## src/rtl/note_arbiter_if.sv

```systemverilog
// Request/response bundle for the amplifier note-channel arbiter.
// The arbiter attaches through the slave modport; the upstream and downstream logic use the master modport.
interface note_arbiter_if;
  logic       live_valid;
  logic [2:0] live_octave;
  logic [2:0] live_note;
  logic       pb_valid;
  logic [2:0] pb_octave;
  logic [2:0] pb_note;
  logic       pb_ready;
  logic       met_en;
  logic       met_tick;
  logic [2:0] octave_out;
  logic [2:0] note_out;
  logic [1:0] src_out;
  logic       busy;

  modport master (
    output live_valid, live_octave, live_note,
    output pb_valid, pb_octave, pb_note,
    output met_en, met_tick,
    input  pb_ready, octave_out, note_out, src_out, busy
  );

  modport slave (
    input  live_valid, live_octave, live_note,
    input  pb_valid, pb_octave, pb_note,
    input  met_en, met_tick,
    output pb_ready, octave_out, note_out, src_out, busy
  );
endinterface

```

## src/rtl/note_arbiter.sv

```systemverilog
// Fixed-priority owner of the single amplifier note channel: live > metronome > playback.
// Each grant holds its note for HOLD_x cycles, then the channel returns to silence.
module note_arbiter #(
  parameter int CNT_W     = 20,
  parameter int HOLD_LIVE = 1000000,
  parameter int HOLD_PB   = 250000,
  parameter int HOLD_MET  = 20000,
  parameter int MET_OCT   = 7,
  parameter int MET_NOTE  = 1
) (
  input logic         clk_1M,
  input logic         rst,
  note_arbiter_if.slave bus
);
  typedef enum logic [1:0] {IDLE = 2'd0, LIVE = 2'd1, PB = 2'd2, MET = 2'd3} state_t;

  localparam logic [CNT_W-1:0] LD_LIVE = CNT_W'(HOLD_LIVE - 1);
  localparam logic [CNT_W-1:0] LD_PB   = CNT_W'(HOLD_PB - 1);
  localparam logic [CNT_W-1:0] LD_MET  = CNT_W'(HOLD_MET - 1);
  localparam logic [2:0]       M_OCT   = 3'(MET_OCT);
  localparam logic [2:0]       M_NOTE  = 3'(MET_NOTE);

  state_t           state, state_n;
  logic [CNT_W-1:0] cnt, cnt_n;
  logic [2:0]       oct_n, note_n;
  logic             pb_ready_n;
  logic             met_pend, met_pend_n;
  logic             live_req, met_req, grant_met;

  assign live_req = bus.live_valid && (bus.live_note != 3'd0);
  // A tick arriving in an idle cycle competes immediately, so it beats a simultaneous playback note.
  assign met_req  = bus.met_en && (met_pend || bus.met_tick);

  always_comb begin
    state_n    = state;
    cnt_n      = cnt;
    oct_n      = bus.octave_out;
    note_n     = bus.note_out;
    pb_ready_n = 1'b0;
    grant_met  = 1'b0;
    if (live_req) begin
      state_n = LIVE;
      cnt_n   = LD_LIVE;
      oct_n   = bus.live_octave;
      note_n  = bus.live_note;
    end else if (state != IDLE) begin
      if (cnt != '0) begin
        cnt_n = cnt - 1'b1;
      end else begin
        state_n = IDLE;
        oct_n   = 3'd0;
        note_n  = 3'd0;
      end
    end else if (met_req) begin
      state_n   = MET;
      cnt_n     = LD_MET;
      oct_n     = M_OCT;
      note_n    = M_NOTE;
      grant_met = 1'b1;
    end else if (bus.pb_valid) begin
      state_n    = PB;
      cnt_n      = LD_PB;
      oct_n      = bus.pb_octave;
      note_n     = bus.pb_note;
      pb_ready_n = 1'b1;
    end

    met_pend_n = met_pend;
    if (!bus.met_en)     met_pend_n = 1'b0;
    else if (grant_met)  met_pend_n = 1'b0;
    else if (bus.met_tick) met_pend_n = 1'b1;
  end

  always_ff @(posedge clk_1M) begin
    if (rst) begin
      state          <= IDLE;
      cnt            <= '0;
      met_pend       <= 1'b0;
      bus.octave_out <= 3'd0;
      bus.note_out   <= 3'd0;
      bus.pb_ready   <= 1'b0;
    end else begin
      state          <= state_n;
      cnt            <= cnt_n;
      met_pend       <= met_pend_n;
      bus.octave_out <= oct_n;
      bus.note_out   <= note_n;
      bus.pb_ready   <= pb_ready_n;
    end
  end

  assign bus.src_out = state;
  assign bus.busy    = (state != IDLE);
endmodule

```

## src/flat_wrapper.sv

```systemverilog
// flat-port wrapper written by rule: the top's interface ports become plain ports
module note_arbiter_flat 
#(
  parameter int CNT_W     = 20,
  parameter int HOLD_LIVE = 1000000,
  parameter int HOLD_PB   = 250000,
  parameter int HOLD_MET  = 20000,
  parameter int MET_OCT   = 7,
  parameter int MET_NOTE  = 1
)
  (clk_1M, rst, bus_live_valid, bus_live_octave, bus_live_note, bus_pb_valid, bus_pb_octave, bus_pb_note, bus_met_en, bus_met_tick, bus_pb_ready, bus_octave_out, bus_note_out, bus_src_out, bus_busy);
  note_arbiter_if bus_i ();
  input logic clk_1M;
  input logic rst;
  input wire logic [$bits(bus_i.live_valid)-1:0] bus_live_valid;
  input wire logic [$bits(bus_i.live_octave)-1:0] bus_live_octave;
  input wire logic [$bits(bus_i.live_note)-1:0] bus_live_note;
  input wire logic [$bits(bus_i.pb_valid)-1:0] bus_pb_valid;
  input wire logic [$bits(bus_i.pb_octave)-1:0] bus_pb_octave;
  input wire logic [$bits(bus_i.pb_note)-1:0] bus_pb_note;
  input wire logic [$bits(bus_i.met_en)-1:0] bus_met_en;
  input wire logic [$bits(bus_i.met_tick)-1:0] bus_met_tick;
  output wire logic [$bits(bus_i.pb_ready)-1:0] bus_pb_ready;
  output wire logic [$bits(bus_i.octave_out)-1:0] bus_octave_out;
  output wire logic [$bits(bus_i.note_out)-1:0] bus_note_out;
  output wire logic [$bits(bus_i.src_out)-1:0] bus_src_out;
  output wire logic [$bits(bus_i.busy)-1:0] bus_busy;
  assign bus_i.live_valid = bus_live_valid;
  assign bus_i.live_octave = bus_live_octave;
  assign bus_i.live_note = bus_live_note;
  assign bus_i.pb_valid = bus_pb_valid;
  assign bus_i.pb_octave = bus_pb_octave;
  assign bus_i.pb_note = bus_pb_note;
  assign bus_i.met_en = bus_met_en;
  assign bus_i.met_tick = bus_met_tick;
  assign bus_pb_ready = bus_i.pb_ready;
  assign bus_octave_out = bus_i.octave_out;
  assign bus_note_out = bus_i.note_out;
  assign bus_src_out = bus_i.src_out;
  assign bus_busy = bus_i.busy;
  note_arbiter #(.CNT_W(CNT_W), .HOLD_LIVE(HOLD_LIVE), .HOLD_PB(HOLD_PB), .HOLD_MET(HOLD_MET), .MET_OCT(MET_OCT), .MET_NOTE(MET_NOTE)) u_core (.clk_1M(clk_1M), .rst(rst), .bus(bus_i));
endmodule
```

## config.mk

```make
export PLATFORM = sky130hd
export DESIGN_NAME = note_arbiter_flat
export DESIGN_NICKNAME = d
export VERILOG_FILES = /design/src/rtl/note_arbiter_if.sv /design/src/rtl/note_arbiter.sv /design/src/flat_wrapper.sv
export SDC_FILE = /design/constraint.sdc
export NUM_CORES = 1
export LEC_CHECK = 0
export CORE_MARGIN = 2
export CORE_UTILIZATION = 52
export DETAILED_ROUTE_END_ITERATION = 6
export PLACE_DENSITY = 0.81
export SYNTH_ARGS = -nofsm -noshare
export SYNTH_HDL_FRONTEND = slang
export SYNTH_SLANG_ARGS = --single-unit
```

## constraint.sdc

```tcl
create_clock -name clk_1M -period 2.2 [get_ports clk_1M]
set_input_delay 0.33 -clock clk_1M [delete_from_list [all_inputs] [get_ports clk_1M]]
set_output_delay 0.33 -clock clk_1M [all_outputs]
set_load 0.03 [all_outputs]
```

==> results of run 1 <==
-- flip-flops by register name, indices dropped and copies added (netlist names) --
register / count
u_core.bus.pb_ready: 1
u_core.met_pend: 1
u_core.bus.note_out: 3
u_core.bus.src_out: 2
u_core.bus.octave_out: 3
u_core.cnt: 20
-- cells by family after synthesis --
logic type                 share of synthesized area
AOI/OAI and AO/OA                              0.322
adders and majority gates                    0.00708
and+or+nand+nor                                0.271
xor gates and xnor gates                      0.0149
DFF                                            0.340
buffers and inverters                         0.0453
-- final timing paths --
path,to,slack (ns),cells after the start
hold / removal,u_core.bus.note_out[2],0.48,2
setup / recovery,bus_busy,0.12,3
hold reg to reg,u_core.bus.note_out[2],0.48,2
setup reg to reg,u_core.cnt[10],0.13,7
-- cell type report --
type,instances,share of cell area
tap,46,0.0253
multi-input combinational,170,0.490
timing repair buffer,47,0.185
clock buffer,6,0.0225
sequential,30,0.264
inverter,5,0.00824
clock inverter,2,0.00549
-- layer usage --
metal / up-vias / track usage / share of wire
met5: - / 0 / 0
met4: 0 / 0.111 / 0.019
met2: 97 / 0.428 / 0.48
li1: 934 / - / -
met1: 950 / 0.341 / 0.42
met3: 10 / 0.0725 / 0.072
-- report_power, final --
group          switching (mW)  leakage [nW]  internal [mW]  total, mW
Combinational           0.295         0.512          0.233      0.529
Clock                   0.215        0.0343          0.153      0.368
Sequential             0.0574         0.248          0.592      0.650
-- through the flow --
| stage | setup WS [ns] | area [sq um] |
|---|---|---|
| after global placement | 0.121 | 2180 |
| final | 0.122 | 2280 |
| after CTS | 0.0935 | 2250 |
| after global routing | -0.0530 | 2280 |
| after detailed placement | 0.0941 | 2180 |
| after floorplan | 0.223 | 1770 |
-- worst reg2reg max path, cell delays in order, from the launching register on --
cell and delay [ns]:
dfxtp_1 0.35, inv_1 0.07, ha_1 0.24, or4b_1 0.53
or4_1 0.50, nor3_2 0.14, a31oi_1 0.06, a21oi_1 0.15
-- layout by cell type (no fill, tap or decap), types with 3 or more instances in the layout --
cell type / n
a311oi_1: 5
inv_1: 4
clkdlybuf4s50_1: 27
a31oi_1: 10
nand2_1: 18
clkbuf_4: 5
a211oi_1: 3
buf_4: 20
or4_4: 3
nor3_1: 13
or3_1: 4
a21oi_1: 23
o21a_1: 3
nand3_1: 4
o21ai_0: 10
nand4_1: 3
a221oi_1: 4
o31ai_1: 3
nor2_1: 19
dfxtp_1: 30
or4_1: 3
==> impl_metrics.ini, run 1 <==
[min_path]
min_from = u_core.bus.note_out[2]
hp-class = flip-flop to flip-flop

[grt]
grt_max_degree = 24
grtUsageTotal = 0.267
antenna_found_initial = 0
grt_pass1_wl_um = 8350
grt_remaining_overflow = 0
grt_pass1_vias = 1770

[cts]
post_cts_buffers = 0
cts_made_buffers = 5
clk_pin_slew_ns = 0.11
clock_latency_ns = 0.35
cts_hold_buffers = 0
cts_sinks = 30
clk_path_buf_depth = 2
clockRootBuffer = clkbuf_4
htree_levels = 2
cts_tree = built
cts.repair.resized = 0

[worst_setup_path]
cp_data_required_time_ns = 1.87
critical_path_class = flip-flop to output port
rr_startpoint = u_core.cnt[0]
path_cells = nor2_2 -> inv_2 -> clkdlybuf4s50_1
cp-startpoint = u_core.bus.src_out[0]
cpMaxStageDelayCell = clkdlybuf4s50_1
slowest_delay_ns = 0.72
cp_max_fo = 13
endpoint_kind = output port
critPathArrivalTime_ns = 1.75
start_kind = flip-flop
cp_top_family = buffers and inverters
worst-path-buf-inv = 2

[floorplanning]
die_area_sq_um = 3880
io_pins = 28
dieWidth_um = 62.3
core_area_sq_um = 3310
fp-row-count = 21
initial_core_util = 0.534
fp.dieH_um = 62.3

[timing]
finClkSkew_ns = 0.0202
period_needed_ns = 2.08
max_freq_mhz = 481
setup_viol = 0
slew_violations = 0
tightest_slew_ns = 0.557
hold_ws_ns = 0.481
relSlewSlack = 0.619
min_period_over_period = 0.945
fin_tns_setup_ns = 0
hold_viol_final = 0

[layout]
drive_above_1_share = 0.181
final_cells = 306
regArea_sq_um = 601
num_antenna_cells = 0
nets = 278
fill_cells = 307
area_delta_synth_final_pct = 29.0
final_util = 0.688
multi_input_area_sq_um = 1120

[pwr]
finalPower_mw = 1.55
leakage_nw = 0.795
powerDensity_nw_per_um2 = 679
max-vdd-ir-drop_v = 0.000426

[detailed_routing]
ant_nets = 0
drt_iter0_drc = 198
dr.pass1.iters = 5
routed_wl_um = 5040
viasPerCell = 6.51
post_drt_wl_per_cell_um = 16.5
vias = 1991
drc = 0

[flow_run]
drv_cap = 0

[logic_synthesis]
yosys_warnings = 0
synth_cell_type_count = 55
yosysMostFrequentCell = dfxtp_1
postSynthCellCount = 219
synthTopCellsByArea = dfxtp_1 (34%), a21oi_1 (6.8%), nor2_1 (4.0%)
ys.flop_type = dfxtp_1
netlist.area_leader.share = 0.340
synth-edff-count = 0
synth.avg_cell_area_sq_um = 8.07
synthTopCellsByCount = dfxtp_1 (30), a21oi_1 (24), nor2_1 (19), nand2_1 (18), nor3_1 (14)
async_reset_ff_frac = 0
ys_ff_latch = 30
yosys.area.top_type = dfxtp_1
yosysSeqAreaShare = 0.340
syn_area_sq_um = 1770
synth_fp_nets = 238

[place]
dp_hpwl_um = 3570
dp_cells = 298
gp_congestion = 0.935
portBuffers = 27

[run_status]
status = finished, final reports clean
Power figures use the tool's default switching activity.
==> run 2, diff against run 1 <==
--- a/config.mk
+++ b/config.mk
@@ -9,6 +9,7 @@
 export CORE_UTILIZATION = 52
 export DETAILED_ROUTE_END_ITERATION = 6
 export PLACE_DENSITY = 0.81
+export SLEW_MARGIN = 20
 export SYNTH_ARGS = -nofsm -noshare
 export SYNTH_HDL_FRONTEND = slang
 export SYNTH_SLANG_ARGS = --single-unit
==> results of run 2 <==
No change in the layout: final DEF, timing and power equal those of run 1.
==> run 3, diff against run 2 <==
--- a/config.mk
+++ b/config.mk
@@ -8,8 +8,9 @@
 export CORE_MARGIN = 2
 export CORE_UTILIZATION = 52
 export DETAILED_ROUTE_END_ITERATION = 6
+export GPL_ROUTABILITY_DRIVEN = 0
 export PLACE_DENSITY = 0.81
-export SLEW_MARGIN = 20
+export SLEW_MARGIN = 5
 export SYNTH_ARGS = -nofsm -noshare
 export SYNTH_HDL_FRONTEND = slang
 export SYNTH_SLANG_ARGS = --single-unit
==> results of run 3 <==
No change in the layout: final DEF, timing and power equal those of run 1.
